**src/rtl/simplecpu_pkg.sv**
```systemverilog
// Shared op-mode encoding, stage FSM states and mode-class helpers for the
// simple CPU pipeline.
package simplecpu_pkg;

  localparam logic [3:0] MODE_ADD     = 4'h1;
  localparam logic [3:0] MODE_SUB     = 4'h2;
  localparam logic [3:0] MODE_NAND    = 4'h3;
  localparam logic [3:0] MODE_SHL     = 4'h4;
  localparam logic [3:0] MODE_SHR     = 4'h5;
  localparam logic [3:0] MODE_OUT     = 4'h6;
  localparam logic [3:0] MODE_IN      = 4'h7;
  localparam logic [3:0] MODE_LOAD    = 4'hd;
  localparam logic [3:0] MODE_STORE   = 4'he;
  localparam logic [3:0] MODE_LOADIMM = 4'hf;

  typedef enum logic [1:0] {
    RUN       = 2'd0,
    LOAD_WAIT = 2'd1,
    OUT_WAIT  = 2'd2
  } state_t;

  // Arithmetic/logic ops are the only ones that update the ZN register.
  function automatic logic is_alu_mode(input logic [3:0] m);
    return (m >= MODE_ADD) && (m <= MODE_SHR);
  endfunction

  function automatic logic writes_rf(input logic [3:0] m);
    return is_alu_mode(m) || (m == MODE_IN) || (m == MODE_LOADIMM);
  endfunction

endpackage

```
**src/rtl/memwb_outbuf.sv**
```systemverilog
// Small synchronous FIFO for output-port data; DEPTH must be a power of two.
// A push into a full FIFO is honoured when a pop happens on the same edge.
module memwb_outbuf #(
  parameter int DEPTH = 2,
  parameter int WIDTH = 8
) (
  input  logic             clk,
  input  logic             rst_n,
  input  logic             push_i,
  input  logic [WIDTH-1:0] data_i,
  input  logic             pop_i,
  output logic             full_o,
  output logic             empty_o,
  output logic [WIDTH-1:0] head_o
);

  localparam int PW = $clog2(DEPTH);

  logic [WIDTH-1:0] mem_q [DEPTH];
  logic [PW-1:0]    wr_q, rd_q;
  logic [PW:0]      cnt_q;
  logic             do_push, do_pop;

  assign full_o  = (cnt_q == (PW+1)'(DEPTH));
  assign empty_o = (cnt_q == '0);
  assign head_o  = mem_q[rd_q];
  assign do_pop  = pop_i && !empty_o;
  assign do_push = push_i && (!full_o || do_pop);

  always_ff @(posedge clk or negedge rst_n) begin
    if (!rst_n) begin
      for (int i = 0; i < DEPTH; i++) mem_q[i] <= '0;
      wr_q  <= '0;
      rd_q  <= '0;
      cnt_q <= '0;
    end else begin
      if (do_push) begin
        mem_q[wr_q] <= data_i;
        wr_q        <= wr_q + PW'(1);
      end
      if (do_pop) rd_q <= rd_q + PW'(1);
      case ({do_push, do_pop})
        2'b10:   cnt_q <= cnt_q + (PW+1)'(1);
        2'b01:   cnt_q <= cnt_q - (PW+1)'(1);
        default: cnt_q <= cnt_q;
      endcase
    end
  end

endmodule

```
**src/rtl/mem_wb_stage.sv**
```systemverilog
// MEM/WB stage: performs writeback, data-memory and output-port side effects of
// each ALU op and holds the ZN flags. MEMWB_OUTBUF_EN selects a FIFO OUT path.
// Handshake: an op transfers on a rising edge where ex_valid && ex_ready; the
// output port transfers on a rising edge where out_valid && out_ready.
module mem_wb_stage
  import simplecpu_pkg::*;
#(
  parameter int DATA_W       = 8,
  parameter int REG_AW       = 2,
  parameter int MEM_AW       = 8,
  parameter int OUTBUF_DEPTH = 2
) (
  input  logic              clk,
  input  logic              rst_n,
  input  logic              ex_valid,
  output logic              ex_ready,
  input  logic [3:0]        ex_mode,
  input  logic [DATA_W-1:0] ex_result,
  input  logic [MEM_AW-1:0] ex_addr,
  input  logic [REG_AW-1:0] ex_rd,
  input  logic [1:0]        ex_zn,
  output logic              rf_we,
  output logic [REG_AW-1:0] rf_waddr,
  output logic [DATA_W-1:0] rf_wdata,
  output logic              dm_we,
  output logic              dm_re,
  output logic [MEM_AW-1:0] dm_addr,
  output logic [DATA_W-1:0] dm_wdata,
  input  logic [DATA_W-1:0] dm_rdata,
  output logic              out_valid,
  output logic [DATA_W-1:0] out_data,
  input  logic              out_ready,
  output logic [1:0]        flags,
  output logic [1:0]        dbg_state_o
);

  state_t state_q;
  logic   accept, is_out;
  logic   [REG_AW-1:0] ld_rd_q;

  assign is_out      = (ex_mode == MODE_OUT);
  assign accept      = ex_valid && ex_ready;
  assign dbg_state_o = state_q;

`ifdef MEMWB_OUTBUF_EN
  logic fifo_full, fifo_empty;

  // A full FIFO still takes an OUT when the consumer drains its head this edge.
  assign ex_ready  = (state_q != LOAD_WAIT) && !(fifo_full && is_out && !out_ready);
  assign out_valid = !fifo_empty;

  memwb_outbuf #(
    .DEPTH (OUTBUF_DEPTH),
    .WIDTH (DATA_W)
  ) u_outbuf (
    .clk     (clk),
    .rst_n   (rst_n),
    .push_i  (accept && is_out),
    .data_i  (ex_result),
    .pop_i   (out_ready),
    .full_o  (fifo_full),
    .empty_o (fifo_empty),
    .head_o  (out_data)
  );
`else
  logic              out_valid_q;
  logic [DATA_W-1:0] out_data_q;

  assign ex_ready  = (state_q == RUN);
  assign out_valid = out_valid_q;
  assign out_data  = out_data_q;
`endif

  always_ff @(posedge clk or negedge rst_n) begin
    if (!rst_n) begin
      state_q  <= RUN;
      rf_we    <= 1'b0;
      rf_waddr <= '0;
      rf_wdata <= '0;
      dm_we    <= 1'b0;
      dm_re    <= 1'b0;
      dm_addr  <= '0;
      dm_wdata <= '0;
      flags    <= '0;
      ld_rd_q  <= '0;
`ifndef MEMWB_OUTBUF_EN
      out_valid_q <= 1'b0;
      out_data_q  <= '0;
`endif
    end else begin
      rf_we <= 1'b0;
      dm_we <= 1'b0;
      dm_re <= 1'b0;
      case (state_q)
        RUN: if (accept) begin
          if (is_alu_mode(ex_mode)) flags <= ex_zn;
          if (writes_rf(ex_mode)) begin
            rf_we    <= 1'b1;
            rf_waddr <= ex_rd;
            rf_wdata <= ex_result;
          end
          if (ex_mode == MODE_STORE) begin
            dm_we    <= 1'b1;
            dm_addr  <= ex_addr;
            dm_wdata <= ex_result;
          end
          if (ex_mode == MODE_LOAD) begin
            dm_re   <= 1'b1;
            dm_addr <= ex_addr;
            ld_rd_q <= ex_rd;
            state_q <= LOAD_WAIT;
          end
`ifndef MEMWB_OUTBUF_EN
          if (is_out) begin
            out_data_q  <= ex_result;
            out_valid_q <= 1'b1;
            state_q     <= OUT_WAIT;
          end
`endif
        end
        // Read data is returned while dm_re is high; write it back to the
        // register latched at accept, not whatever ex_rd shows now.
        LOAD_WAIT: begin
          rf_we    <= 1'b1;
          rf_waddr <= ld_rd_q;
          rf_wdata <= dm_rdata;
          state_q  <= RUN;
        end
        OUT_WAIT: begin
`ifndef MEMWB_OUTBUF_EN
          if (out_valid_q && out_ready) begin
            out_valid_q <= 1'b0;
            state_q     <= RUN;
          end
`else
          state_q <= RUN;
`endif
        end
        default: state_q <= RUN;
      endcase
    end
  end

endmodule

```
**config.mk**
```make
export PLATFORM = sky130hd
export DESIGN_NAME = mem_wb_stage
export DESIGN_NICKNAME = d
export VERILOG_FILES = /design/src/rtl/simplecpu_pkg.sv /design/src/rtl/memwb_outbuf.sv /design/src/rtl/mem_wb_stage.sv
export SDC_FILE = /design/constraint.sdc
export NUM_CORES = 1
export LEC_CHECK = 0
export CAP_MARGIN = 20
export CORE_UTILIZATION = 55
export DETAILED_ROUTE_END_ITERATION = 10
export DONT_BUFFER_PORTS = 1
export PLACE_DENSITY = 0.75
export SETUP_SLACK_MARGIN = 0.02
export SYNTH_ARGS = -nofsm -noshare
export SYNTH_HDL_FRONTEND = slang
export SYNTH_HIERARCHICAL = 1
export SYNTH_SLANG_ARGS = --single-unit
```
**constraint.sdc**
```tcl
create_clock -name clk -period 2.25 [get_ports clk]
set_clock_uncertainty 0.2 [all_clocks]
set_input_delay 0.1125 -clock clk [delete_from_list [all_inputs] [get_ports clk]]
set_output_delay 0.1125 -clock clk [all_outputs]
set_load 0.01 [all_outputs]
```
# [Yosys cells after proc, flatten, opt, wreduce, memory -nomap -nowiden]
# Index checks and enable logic that the tools add are counted.
[totals] reg_bits=44 latchBits=0 mem_bits_rw=0 rom_bits=0 input_bits=36 memories=0
[op_classes] n_addsub=0 n_mul=0 div=0 order_cmp=2 eq_ne=12 shift=0 mux=26 bitwise=0 n_reduce_logical=17
[ops] op="2-to-1 mux 8 bit" n=4
[ops] op="AND reduction 3 bit" n=7
[ops] op="one-hot mux 8 bit (2 select lines)" n=1
[ops] op="== test 4 bit (second input constant)" n=3
[ops] op="2-to-1 mux 2 bit" n=6
[ops] op="2-to-1 mux 1 bit" n=11
[ops] op="== test 4 x 3 -> 1 bit (second input constant)" n=2
[ops] op="one-hot mux 2 bit (2 select lines)" n=2
[ops] op="inequality test 2 x 1 -> 1 bit (second input constant)" n=3
[ops] op="nonzero test 2 bit" n=3
[ops] op="greater-or-equal comparator 4 x 1 -> 1 bit (second input constant)" n=1
[ops] op="less-or-equal comparator 4 x 3 -> 1 bit (second input constant)" n=1
[ops] op="one-hot mux 1 bit (2 select lines)" n=2
[ops] op="AND reduction 4 bit" n=1
[ops] op="logical AND 1 bit" n=3
[ops] op="inequality test 3 x 1 -> 1 bit (second input constant)" n=1
[ops] op="== test 2 x 1 -> 1 bit (second input constant)" n=1
[ops] op="== test 2 bit (second input constant)" n=1
[ops] op="zero test 2 bit" n=1
[ops] op="logical OR 1 bit" n=2
[ops] op="inequality test 2 bit (second input constant)" n=1

# [Depth between registers and ports, before layout]
[logic_depth] word_depth=7 mapped_depth=6 ltp_nobuf=4

# [Least setup slack after synthesis]
# Ideal clock, no wire load.
[synth_path] kind="register -> register" startpoint="reg state_q[0] (netlist: dbg_state_o[0])" endpoint="reg out_data_q[0] (netlist: out_data[0])" setup_ps=125 arrival_ps=1600 required_time_ps=1925 setup_slack_ps=325 stages_incl_launch_ff=5 path_buffers=1 period_less_slack_ps=1925 cell_sequence="dfrtp_1 or4b_1 buf_6 nor2_8 mux2_4"
[synth_between] elab_chain_cells=3
[synth_rtl] element="start: declaration" line_no="mem_wb_stage.sv:37" text="state_t state_q;"
[synth_rtl] element="start signal: assignment" line_no="mem_wb_stage.sv:76" text="state_q <= RUN;"
[synth_rtl] element="start signal: assignment" line_no="mem_wb_stage.sv:111" text="state_q <= LOAD_WAIT;"
[synth_rtl] element="start signal: assignment" line_no="mem_wb_stage.sv:117" text="state_q <= OUT_WAIT;"
[synth_rtl] element="zero test 2 bit *" line_no="mem_wb_stage.sv:69, mem_wb_stage.sv:94"
[synth_rtl] element="logical AND 1 bit" line_no="mem_wb_stage.sv:42" text="assign accept = ex_valid && ex_ready;"
[synth_rtl] element="AND reduction 3 bit (no line) *"
[synth_rtl] element="end signal: assignment" line_no="mem_wb_stage.sv:115" text="out_data_q <= ex_result;"
[synth_rtl] element="end: declaration" line_no="mem_wb_stage.sv:67" text="logic [DATA_W-1:0] out_data_q;"
# Every way passes the cells marked *; elsewhere a longest branch is shown, timed or not.
# A chain may end at the register's enable or synchronous reset.

# [Worst setup path after layout]
[layout_path] startpoint="reg state_q[0] (netlist: dbg_state_o[0])" endpoint="reg out_data_q[3] (netlist: out_data[3])"
# Same word-level chain as after synthesis.

==> metrics.md <==
| Metric | Value |
|---|---|
| Ant diodes | `0` |
| Cells after Synth | `140` |
| Clock-pin slew on the worst setup and hold paths | `0.12 ns` |
| Status | `finished, final reports clean` |
| Placeable Area | `3150 um2` |
| Placer congestion estimate | `0.667` |
| Layout net count | `215` |
| CTS Buffer Depth | `2` |
| Slew at the pin closest to its max-slew limit | `0.760 ns` |
| Post-synthesis sequential element count | `44` |
| Area Growth Syn to Fin | `24.7%` |
| Clock latency at the later pin of the worst-skew pair | `0.35 ns` |
| Tot GR Track Use | `0.244` |
| Crit. End Element | `flop` |
| Antenna viol nets, final | `0` |
| Number of global-route vias before repair | `1347` |
| Max rail drop VDD | `0.584 mV` |
| Arrival time of the worst setup path | `2.09 ns` |
| Library cells used by synthesis | `30` |
| Number of sinks driven by the clock tree | `44` |
| Root buffer cell | `sky130_fd_sc_hd__clkbuf_4` |
| Layout fillers | `218` |
| CP max FO | `10` |
| Multi-input gate area in the final layout | `743 um2` |
| Top-Level Pins | `79` |
| Via density per instance | `5.57` |
| Detailed-route wire length | `3.96 mm` |
| Number of buffers created by CTS | `5` |
| Critical Path RT | `2.30 ns` |
| Setup TNS | `0 ns` |
| Startpoint of the most critical register-to-register path | `dbg_state_o[0]$_DFFE_PN0P_` |
| Register-to-Register Setup Slack | `0.21 ns` |
| Warnings, synthesis | `6` |
| Die area | `3680 um2` |
| Number of cells traversed by the worst register-to-register path | `3` |
| Via count | `1248` |
| Highest achievable clock rate | `491 MHz` |
| Most frequent standard cell in the layout excluding fill and tap cells | `sky130_fd_sc_hd__dfrtp_1` |
| Max stage delay cell, worst path | `sky130_fd_sc_hd__or4b_1` |
| Number of antenna violations at the first check in global routing | `0` |
| CTS tree | `yes` |
| Worst setup path category | `reg -> reg` |
| Number of design-rule violations left by the first detailed-router iteration | `64` |
| Final worst-path cycle share | `0.906` |
| Sequential element share of the synthesized area | `0.582` |
| Post-Syn Nets | `176` |
| Maximum number of pins on one net before global-route repair | `45` |
| Final hold violation count | `0` |
| Setup repair after global routing missed its margin | `false` |
| Ordered cell list for the critical path | `or4b_1 -> nor2_8 -> mux2_4` |
| Post-DP HPWL | `2.51 mm` |
| Die H | `60.7 um` |
| Fraction of layout cells with a size suffix above 1 | `0.228` |
| First-pass DRT Iterations | `4` |
| Kind of start point of the critical path | `flop` |
| Lkg Pwr | `1.11 nW` |
| Cell Pwr Density | `896 nW/um2` |
| Initial Utilization | `0.600` |
| Worst setup path startpoint | `dbg_state_o[0]$_DFFE_PN0P_` |
| Post-route DRC violation count | `0` |
| Mean cell area of the mapped netlist | `13.5 um2` |
| Highest-count cells in the layout ignoring fill and taps | `sky130_fd_sc_hd__dfrtp_1 (44), sky130_fd_sc_hd__dlygate4sd3_1 (34), sky130_fd_sc_hd__mux2_2 (17), sky130_fd_sc_hd__nor2_1 (13), sky130_fd_sc_hd__a21oi_1 (12)` |
| Normalized max-slew margin | `0.493` |
| Die width | `60.7 um` |
| Min Tclk post-route | `2.04 ns` |
| Slack of the critical path | `0.212 ns` |
| Worst Setup Slack post-DPL | `0.242 ns` |
| Worst reg2reg endpoint | `out_data[3]$_DFFE_PN0P_` |
| Total gr overflow | `0` |
| Maxcap violations | `0` |
| Sequential standard cell area | `1100 um2` |
| Buffers added on ports | `0` |
| Final setup violation count | `0` |
| Hold/Removal Path Class | `in -> async` |
| WL per Instance | `17.7 um` |
| Wire length of the first global-routing pass | `6.29 mm` |
| Slew Viols, Final | `0` |
| Maximum single-stage delay on the critical path | `0.71 ns` |
| Netlist area before placement | `1890 um2` |
| End point of the critical path | `out_data[3]$_DFFE_PN0P_` |
| H-tree Lvls | `2` |
| FP Rows | `20` |
## state kept, by name, summed over array words and instances (netlist names)
signal / flops
dm_wdata: 8
dm_re: 1
rf_we: 1
rf_wdata: 8
dm_we: 1
ld_rd_q: 2
dbg_state_o: 2
out_data: 8
rf_waddr: 2
dm_addr: 8
out_valid: 1
flags: 2
## layer usage
layer	global-route usage	part of all wire
met5	0	0
met4	0.0747	0.018
met3	0.0981	0.070
met2	0.444	0.54
met1	0.258	0.38
## final cells by class
| cell class | count | area share |
|---|---|---|
| clock buffer | 7 | 0.0233 |
| clock inverter | 1 | 0.00318 |
| inverter | 2 | 0.00318 |
| multi-input combinational | 87 | 0.315 |
| sequential | 44 | 0.467 |
| tap | 44 | 0.0233 |
| timing repair buffer | 39 | 0.165 |
## cell usage after synthesis
cell                        count  area, um2
sky130_fd_sc_hd__nand3b_1       1       7.51
sky130_fd_sc_hd__o21ba_2        1       10.0
sky130_fd_sc_hd__mux2i_1       10        100
sky130_fd_sc_hd__clkbuf_1       2       7.51
sky130_fd_sc_hd__and2b_1        1       7.51
sky130_fd_sc_hd__nor2_8         1       20.0
sky130_fd_sc_hd__nand3_1        1       5.00
sky130_fd_sc_hd__nor3_1         1       5.00
sky130_fd_sc_hd__nor2_1        13       48.8
sky130_fd_sc_hd__o2111ai_1      1       8.76
sky130_fd_sc_hd__a41oi_1        1       8.76
sky130_fd_sc_hd__mux2_1         1       11.3
sky130_fd_sc_hd__mux2_4         8        120
sky130_fd_sc_hd__xor2_1         1       8.76
sky130_fd_sc_hd__mux2_2        17        191
sky130_fd_sc_hd__o21bai_1       1       7.51
sky130_fd_sc_hd__or4b_1         1       10.0
sky130_fd_sc_hd__dfrtp_1       44       1100
sky130_fd_sc_hd__buf_2          2       10.0
sky130_fd_sc_hd__buf_4          1       7.51
sky130_fd_sc_hd__o31ai_1        2       15.0
sky130_fd_sc_hd__and3_1         1       6.26
sky130_fd_sc_hd__a21oi_1       12       60.1
sky130_fd_sc_hd__nand2b_1       5       31.3
sky130_fd_sc_hd__o32ai_1        2       17.5
sky130_fd_sc_hd__nand2_1        2       7.51
sky130_fd_sc_hd__a31o_2         1       8.76
sky130_fd_sc_hd__buf_6          2       22.5
sky130_fd_sc_hd__and4b_1        2       20.0
sky130_fd_sc_hd__inv_1          2       7.51
## kinds of logic after synthesis
kind of cell | synth area share
buf+inv | 0.0291
mux | 0.223
compound gates | 0.0720
flops | 0.582
simple gates | 0.0892
xor+xnor | 0.00463
## where the power goes
part | internal, mW | total (mW) | switching [mW]
combinational | 0.264 | 0.424 | 0.160
sequential | 1.02 | 1.29 | 0.275
clock | 0.153 | 0.398 | 0.245
total | 1.44 | 2.11 | 0.679
## worst min-delay path by stage
stage,start,endpoint,slack (ns)
floorplan,rst_n,dbg_state_o[0]$_DFFE_PN0P_,-0.38
finish,rst_n,flags[0]$_DFFE_PN0P_,0.004
global route,rst_n,dbg_state_o[1]$_DFFE_PN0P_,0.002
CTS,ex_valid,dm_re$_DFF_PN0_,0.008
global placement,rst_n,flags[1]$_DFFE_PN0P_,-0.38
detailed placement,rst_n,flags[1]$_DFFE_PN0P_,-0.38
## stage by stage
step           power [mW]  instance area, um2  std cells  hold slack, ns   util
2_1_floorplan        1.56                1890        140          -0.383      -
3_3_place_gp         1.62                1940        181          -0.382  0.614
3_5_place_dp         1.66                1940        181          -0.382  0.614
4_1_cts              2.13                2360        224         0.00835  0.748
5_1_grt              2.25                2360        224         0.00169  0.748
6_report             2.11                2360        224         0.00363  0.748
## repair_timing
item                                   4_1_cts  5_1_grt
endpoints found under the hold margin       87        0
setup endpoints to repair                    0        0
hold buffers                                35        0
resized for setup                            0        0
buffers inserted                             0        0
## worst max-delay path: cells and delay by family, from the launching register on
family	cells	cell delay, ns
AND/OR/NAND/NOR	2	1.00
multiplexers	1	0.33
flip-flops	1	0.40
Power figures use the tool's default switching activity.
